===== src/rtl/data_mem_io_pkg.sv =====
// Shared definitions for the data memory / MMIO block: register addresses
// and the active-low 7-segment glyph table.
package data_mem_io_pkg;

  localparam logic [31:0] MMIO_SW  = 32'h0000_0400;
  localparam logic [31:0] MMIO_LED = 32'h0000_0404;
  localparam logic [31:0] MMIO_HEX = 32'h0000_0408;
  localparam logic [31:0] MMIO_CYC = 32'h0000_040C;

  // Segment order {g,f,e,d,c,b,a}, active-low; entry 15 first.
  localparam logic [15:0][6:0] HEX_GLYPH = {
    7'h0E, 7'h06, 7'h21, 7'h46, 7'h03, 7'h08, 7'h10, 7'h00,
    7'h78, 7'h02, 7'h12, 7'h19, 7'h30, 7'h24, 7'h79, 7'h40
  };

endpackage


===== src/rtl/data_mem_io_hex7seg.sv =====
// Combinational hex-digit to active-low 7-segment decoder.
module hex7seg
  import data_mem_io_pkg::*;
(
  input  logic [3:0] nib,
  output logic [6:0] seg
);

  assign seg = HEX_GLYPH[nib];

endmodule


===== src/rtl/data_mem_io.sv =====
// Word-addressed data RAM plus memory-mapped switches, LEDs, hex display
// and free-running cycle counter.
module data_mem_io
  import data_mem_io_pkg::*;
#(
  parameter int RAM_WORDS  = 64,
  parameter int SCAN_BITS  = 16,
  parameter int DEB_CYCLES = 4
) (
  input  logic        clk,
  input  logic        reset,
  input  logic        memwrite,
  input  logic [31:0] addr,
  input  logic [31:0] writedata,
  output logic [31:0] readdata,
  input  logic [15:0] sw,
  output logic [15:0] led,
  output logic [7:0]  an,
  output logic [6:0]  seg
);

  localparam int              AW        = $clog2(RAM_WORDS);
  localparam int              DW        = $clog2(DEB_CYCLES + 1);
  localparam logic [DW-1:0]   DEB_LAST  = DW'(DEB_CYCLES - 1);
  localparam logic [31:0]     RAM_BYTES = 32'(4 * RAM_WORDS);

  logic [31:0]          addr_w;
  logic                 is_ram, wr_led, wr_hex, wr_cyc;
  logic [31:0]          ram [RAM_WORDS];

  logic [15:0]          led_q, led_d;
  logic [31:0]          hex_q, hex_d;
  logic [31:0]          cyc_q, cyc_d;
  logic [SCAN_BITS-1:0] scan_q, scan_d;
  logic [15:0]          sync1_q, sync1_d, sync2_q, sync2_d;
  logic [15:0]          sw_acc_q, sw_acc_d;
  logic [DW-1:0]        deb_cnt_q [16];
  logic [DW-1:0]        deb_cnt_d [16];

  logic [2:0]           digit;
  logic [3:0]           nibble;

  // Byte offset is masked off so every access is a whole word.
  assign addr_w = addr & 32'hFFFF_FFFC;
  assign is_ram = addr_w < RAM_BYTES;
  assign wr_led = memwrite && (addr_w == MMIO_LED);
  assign wr_hex = memwrite && (addr_w == MMIO_HEX);
  assign wr_cyc = memwrite && (addr_w == MMIO_CYC);

  // NOTE: RAM has no reset branch; its contents must survive reset, and a
  // reset loop over a memory would also block inference of a RAM macro.
  always_ff @(posedge clk) begin
    if (memwrite && is_ram) ram[addr_w[AW+1:2]] <= writedata;
  end

  always_comb begin
    readdata = '0;
    if (is_ram) begin
      readdata = ram[addr_w[AW+1:2]];
    end else begin
      case (addr_w)
        MMIO_SW:  readdata = {16'h0000, sw_acc_q};
        MMIO_LED: readdata = {16'h0000, led_q};
        MMIO_HEX: readdata = hex_q;
        MMIO_CYC: readdata = cyc_q;
        default:  readdata = '0;
      endcase
    end
  end

  // NOTE: every always_comb output gets a default up front so no path can
  // leave it unassigned and infer a latch.
  always_comb begin
    led_d    = wr_led ? writedata[15:0] : led_q;
    hex_d    = wr_hex ? writedata : hex_q;
    cyc_d    = wr_cyc ? writedata : cyc_q + 32'd1;
    scan_d   = scan_q + SCAN_BITS'(1);
    sync1_d  = sw;
    sync2_d  = sync1_q;
    sw_acc_d = sw_acc_q;
    deb_cnt_d = deb_cnt_q;
    for (int i = 0; i < 16; i++) begin
      if (sync2_q[i] != sw_acc_q[i]) begin
        if (deb_cnt_q[i] == DEB_LAST) begin
          sw_acc_d[i]  = sync2_q[i];
          deb_cnt_d[i] = '0;
        end else begin
          deb_cnt_d[i] = deb_cnt_q[i] + DW'(1);
        end
      end else begin
        deb_cnt_d[i] = '0;
      end
    end
  end

  // NOTE: sequential state uses non-blocking assignments so every flop
  // samples the pre-edge values of the others.
  always_ff @(posedge clk or posedge reset) begin
    if (reset) begin
      led_q    <= '0;
      hex_q    <= '0;
      cyc_q    <= '0;
      scan_q   <= '0;
      sync1_q  <= '0;
      sync2_q  <= '0;
      sw_acc_q <= '0;
      for (int i = 0; i < 16; i++) deb_cnt_q[i] <= '0;
    end else begin
      led_q     <= led_d;
      hex_q     <= hex_d;
      cyc_q     <= cyc_d;
      scan_q    <= scan_d;
      sync1_q   <= sync1_d;
      sync2_q   <= sync2_d;
      sw_acc_q  <= sw_acc_d;
      deb_cnt_q <= deb_cnt_d;
    end
  end

  assign led    = led_q;
  assign digit  = scan_q[SCAN_BITS-1 -: 3];
  assign an     = ~(8'd1 << digit);
  assign nibble = hex_q[{digit, 2'b00} +: 4];

  hex7seg u_hex7seg (
    .nib (nibble),
    .seg (seg)
  );

endmodule


===== config.mk =====
export PLATFORM = sky130hd
export DESIGN_NAME = data_mem_io
export DESIGN_NICKNAME = d
export VERILOG_FILES = /design/src/rtl/data_mem_io_pkg.sv /design/src/rtl/data_mem_io_hex7seg.sv /design/src/rtl/data_mem_io.sv
export SDC_FILE = /design/constraint.sdc
export NUM_CORES = 2
export LEC_CHECK = 0
export BUFFER_PORTS_ARGS = -buffer_cell sky130_fd_sc_hd__buf_2
export CORE_ASPECT_RATIO = 0.7
export CORE_MARGIN = 3
export CORE_UTILIZATION = 35
export CTS_CLUSTER_DIAMETER = 200
export DETAILED_ROUTE_END_ITERATION = 10
export SLEW_MARGIN = 20
export SYNTH_ARGS = -nofsm -noshare
export SYNTH_HDL_FRONTEND = slang
export SYNTH_HIERARCHICAL = 1
export SYNTH_SLANG_ARGS = --single-unit

===== constraint.sdc =====
create_clock -name clk -period 12.6 [get_ports clk]
set_clock_uncertainty 0.2 [all_clocks]
set_input_delay 0.63 -clock clk [delete_from_list [all_inputs] [get_ports clk]]
set_output_delay 0.63 -clock clk [all_outputs]
set_load 0.05 [all_outputs]

After elaboration in Yosys (flattened, before gate mapping):

Memory sizes are Yosys's and may differ from the RTL's.
Index checks and enable logic that the tools add are counted.

* register bits: 192
* RAM bits: 2048
* input bits: 83
* output and inout port bits: 63
* memories kept: 2
* logic and storage cells: 157
* memory bits (read-only): 112

Memories
* ram: depth 64, bits a word 32, read ports 1, clocked after memory_dff 0, wr ports 1, line data_mem_io.sv:29 `logic [31:0] ram [RAM_WORDS];`
* (no name shown): depth 16, bits a word 7, read ports 1, clocked after memory_dff 0, wr ports 0, line data_mem_io_hex7seg.sv:9 `assign seg = HEX_GLYPH[nib];`

* bitwise logic cells: 1
* muxes and demuxes: 38
* add/subtract/negate cells: 18
* reductions and logical operators: 20
* $lt $le $gt $ge: 2
* equal/unequal tests: 36
* shift operators: 2

Operators with widths (count)
* $pmux 32 s4: 1
* $eq 30x9->1 const B: 4
* $mux 3: 32
* $mux 32: 2
* $add 3x1->3 const B: 16
* $eq 3x2->1 const B: 16
* $add 32x1->32 const B: 1
* $lt 32x9->1 const B: 1
* $reduce_and 2->1: 16
* $shiftx 32x6->4: 1
* $add 16x1->16 const B: 1
* $ne 1x1->1: 16
* $not 8->8: 1
* $shl 1x3->8 const A: 1
* $mux 7: 1
* $lt 4x5->1 const B: 1
* $logic_and 1x1->1: 4
* $mux 1: 2

Logic depth before layout (Yosys ltp):

* depth in word-level cells: 4
* depth in mapped cells: 11

Hierarchy:

Netlist, hierarchy kept.

By module, submodules not included
* data_mem_io: cells each 5194, area each 87824.2 um^2, sequential area each 66303.6 um^2, times used 1
* hex7seg: cells each 32, area each 275.3 um^2, sequential area each 0.0 um^2, times used 1

Worst setup path before layout:

No wires, ideal clock.

* path type: input -> register
* start: input port addr[3]
* end: memory ram[0][0], enable pin
* slack: 7.954 ns
* arrival: 3.985 ns
* stages: 7
* path buffers: 5
* path through: buf_4 > buf_6 > or2_2 > buf_2 > buf_2 > buf_1 > nor3_1

* word-level cells in the longest chain between the ends: 4

Ends and longest elaborated chain
* start: declaration: line data_mem_io.sv:13 `input logic [31:0] addr,`
* $lt 32x9->1: line data_mem_io.sv:45 `assign is_ram = addr_w < RAM_BYTES;`
* $logic_and 1x1->1: line data_mem_io.sv:53 `if (memwrite && is_ram) ram[addr_w[AW+1:2]] <= writedata;`
* $mux 1: line data_mem_io.sv:53
* $mux 1 (implied by the code): line data_mem_io.sv:53
* end: declaration: line data_mem_io.sv:29

Parallel ways exist; a longest one is shown, timed or not.

Worst setup path in the final report:

* start: input port addr[2]
* end: output port readdata[6]

* word-level cells in the longest chain between the ends: 3
* elaborated cells on any way between the ends: 8
* those cells by class: 1 x order compare; 4 x eq/ne; 2 x mux; 1 x memory

Ends and longest elaborated chain
* parallel branches: the longest is 2 deep, another holds $lt 32x9->1
* $mux 32 (*): line data_mem_io.sv:58 `if (is_ram) begin`
* end: declaration: line data_mem_io.sv:15 `output logic [31:0] readdata,`

Every way passes the cells marked *.

==> flow_metrics.tcl <==
set metrics [dict create \
    ys_ff_latch 2240 \
    ant_nets 0 \
    cts.htree.levels 4 \
    yosys_warnings 6 \
    reg2reg_slack_ns 9.75 \
    avgSynthCellArea_um2 16.9 \
    io_buffers 143 \
    synth-edff-count 2048 \
    drt-total-wl_mm 255 \
    start_kind "input port" \
    cts-resized-gates 0 \
    ys_async_sr_fraction 0.0857 \
    ir_worst_vdd_mv 0.114 \
    syn_inst 5226 \
    end_kind "primary output" \
    maxCapViolCount 0 \
    synth_seq_area_share 0.753 \
    power_density_nw_per_um2 153 \
    grt-ovfl-total 0 \
    vias 51488 \
    r2r-end "cyc_q[20]" \
    antenna_found_initial 21 \
    cts_tree "yes" \
    vias_per_cell 5.80 \
    synthToLayoutAreaGrowth_pct 13.4 \
    r2r-start "cyc_q[1]" \
    hold_class "input port to register" \
    cp_max_fo 95 \
    synth_compound_area_frac 0.105 \
    slew_headroom 0.261 \
    netlist_area_um2 88100 \
    grt_pass1_vias 48819 \
    synthAdderAreaFrac 0.00355 \
    fin_crit_sh 0.499 \
    worst_slew_pin_slew_ns 1.11 \
    critPathKind "input port to primary output" \
    die_w_um 606 \
    clock_sinks 2240 \
    syn_nets 5334 \
    dp_hpwl_mm 144 \
    rsz0062_at_grt "no" \
    drv_slew 0 \
    fillCellCount 22257 \
    cts_setup_buffers 0 \
    final.setup.tns_ns 0 \
    synth_cell_types 70 \
    clkLatencyLatePin_ns 0.85 \
    die_y_um 426 \
    clk_pin_slew_worst_paths_ns 0.06 \
    final_cell_mix "edfxtp_1, mux2i_1, a221oi_1" \
    p_leak_nw 32.5 \
    layout_commonest_cell "edfxtp_1" \
    nNetsFinal 5491 \
    route.detailed.wl_per_inst_um 28.7 \
    rr_worst_depth 7 \
    start_util 0.353 \
    layout-drive-gt1-share 0.151 \
    die_area_um2 258000 \
    first_pass_iters 6 \
    core-area_um2 249000 \
    fmax_ghz 0.159 \
    grt_pass1_wl_mm 361 \
    drt-initial-drc-count 7175 \
    period_needed_ns 6.28 \
    grt.total_usage 0.192 \
    cp.required_ns 11.77 \
    hold_viol 0 \
    place.gp.congestion 0.818 \
    ioPinCount 146 \
    ys.flop_type "edfxtp_1" \
    drc 0 \
    num_rows 153 \
    synthSimpleGateAreaFrac 0.0477 \
    status "finished clean" \
    clockBufferDepth 4 \
    cts-root-buf "clkbuf_16" \
    grt_max_degree 140 \
    min_to "ram[11][4]" \
    synth_top_family_by_area "compound AO/OA/AOI/OAI gates" \
    muxShareOfSynthArea 0.0647 \
    synth-xor-area-share 0.00596 \
    whs_ns 0.0794 \
    min_from "writedata[4]" \
    arrival_ns 5.45 \
    setup_viol 0 \
    holdPathStages 1 \
    cts_buffers 210 \
]
critical path, stage by stage:
cell       delay [ns]
buf_8            0.51
buf_4            0.64
nor2b_4          0.92
buf_4            0.68
a31oi_1          0.16
a31oi_1          0.60
a2111oi_0        0.15
buf_4            0.21
a41o_1           0.36
o21ai_1          0.19
buf_2            0.31
repair_timing:
| action | in CTS | in global routing |
|---|---|---|
| endpoints found under the setup margin | 0 | 0 |
| hold buffers | 18 | 0 |
| hold endpoints to repair | 127 | 0 |
metal layers:
layer	up-vias	GRT usage	wire, um	part of all wire
li1	21669	-	-	-
met1	26677	0.292	112000	0.44
met2	2776	0.276	109000	0.43
met3	364	0.0396	26000	0.10
met4	2	0.0549	7200	0.028
met5	-	0	13	0.000051
synth_stat cells, types with 13 or more instances:
cell type  count  share of area
buf_2        123         0.0070
a32oi_1       39         0.0039
buf_1         31         0.0013
nand3_1       86         0.0049
mux4_2        25         0.0064
o22ai_1      130         0.0092
a22oi_1       57         0.0049
clkbuf_1     199         0.0085
nand3b_1      67         0.0057
or2_2         17         0.0012
a31oi_1       80         0.0057
a22o_1        60         0.0060
mux2_1        30         0.0038
o21ai_0      128         0.0073
o22a_1        82         0.0082
buf_4         27         0.0023
mux2_2        49         0.0063
o221ai_1      16         0.0016
o211ai_1      16         0.0014
a2111oi_0     13         0.0013
nor4b_1       39         0.0039
nor3b_1       25         0.0021
ha_1          25         0.0036
xor2_1        21         0.0021
o21ai_1       42         0.0024
a211o_1       14         0.0014
o2111a_1      16         0.0020
dfrtp_1      192          0.055
nor3_1        16        0.00091
or3b_2        56         0.0056
xnor2_1       39         0.0039
o31ai_1       49         0.0042
nor2b_1       69         0.0049
a41o_1        28         0.0032
a221oi_1     339          0.034
edfxtp_1    2048           0.70
nand2_1      103         0.0044
nor2_1       183         0.0078
mux2i_1      422          0.048
a21oi_1      103         0.0059
report_power, final:
| group | internal, mW | switching, mW |
|---|---|---|
| clock network | 3.43 | 2.71 |
| logic | 0.289 | 0.588 |
| registers | 8.18 | 0.0668 |
per-stage QoR:
step,instances,worst slack (ns),power (mW),utilization,instance area [um2]
floorplan,5226,6.54,8.88,-,88100
global placement,8485,6.34,9.24,0.374,93200
detailed placement,8485,6.35,9.27,0.374,93200
CTS,8875,6.35,15.3,0.400,99800
global route,8876,6.14,15.7,0.400,99900
finish,8884,6.32,15.3,0.400,99900
worst max-delay path by stage:
stage	slack [ns]	to	from	cells past startpoint
2_1_floorplan	6.54	cyc_q[0]	reset	1
5_1_grt	6.14	readdata[6]	addr[2]	11
3_5_place_dp	6.35	ram[37][13]	addr[2]	7
3_3_place_gp	6.34	readdata[6]	addr[2]	11
6_report	6.32	readdata[6]	addr[2]	11
4_1_cts	6.35	readdata[6]	addr[2]	11
cells by family after synthesis:
group / after synthesis
fa+ha+maj: 25
flops: 2240
compound gates: 1235
buf+inv: 402
mux: 527
xor+xnor: 60
simple gates: 737
registers in the layout (all words and copies together) (netlist names):
signal	flops
cyc_q	32
ram	2048
sync2_q	16
deb_cnt_q	48
hex_q	32
sw_acc_q	16
led	16
sync1_q	16
scan_q	16
layout make-up:
class | count | area, um2 | area share
inverters | 11 | 56.3 | 0.000564
diodes | 9 | 22.5 | 0.000225
clock buffers | 275 | 5630 | 0.0564
repair buffers | 336 | 2300 | 0.0230
flip-flops and latches | 2240 | 66300 | 0.664
well taps | 3332 | 4170 | 0.0417
clock inverters | 97 | 860 | 0.00861
multi-input cells | 2584 | 20500 | 0.206
Power figures use the tool's default switching activity.
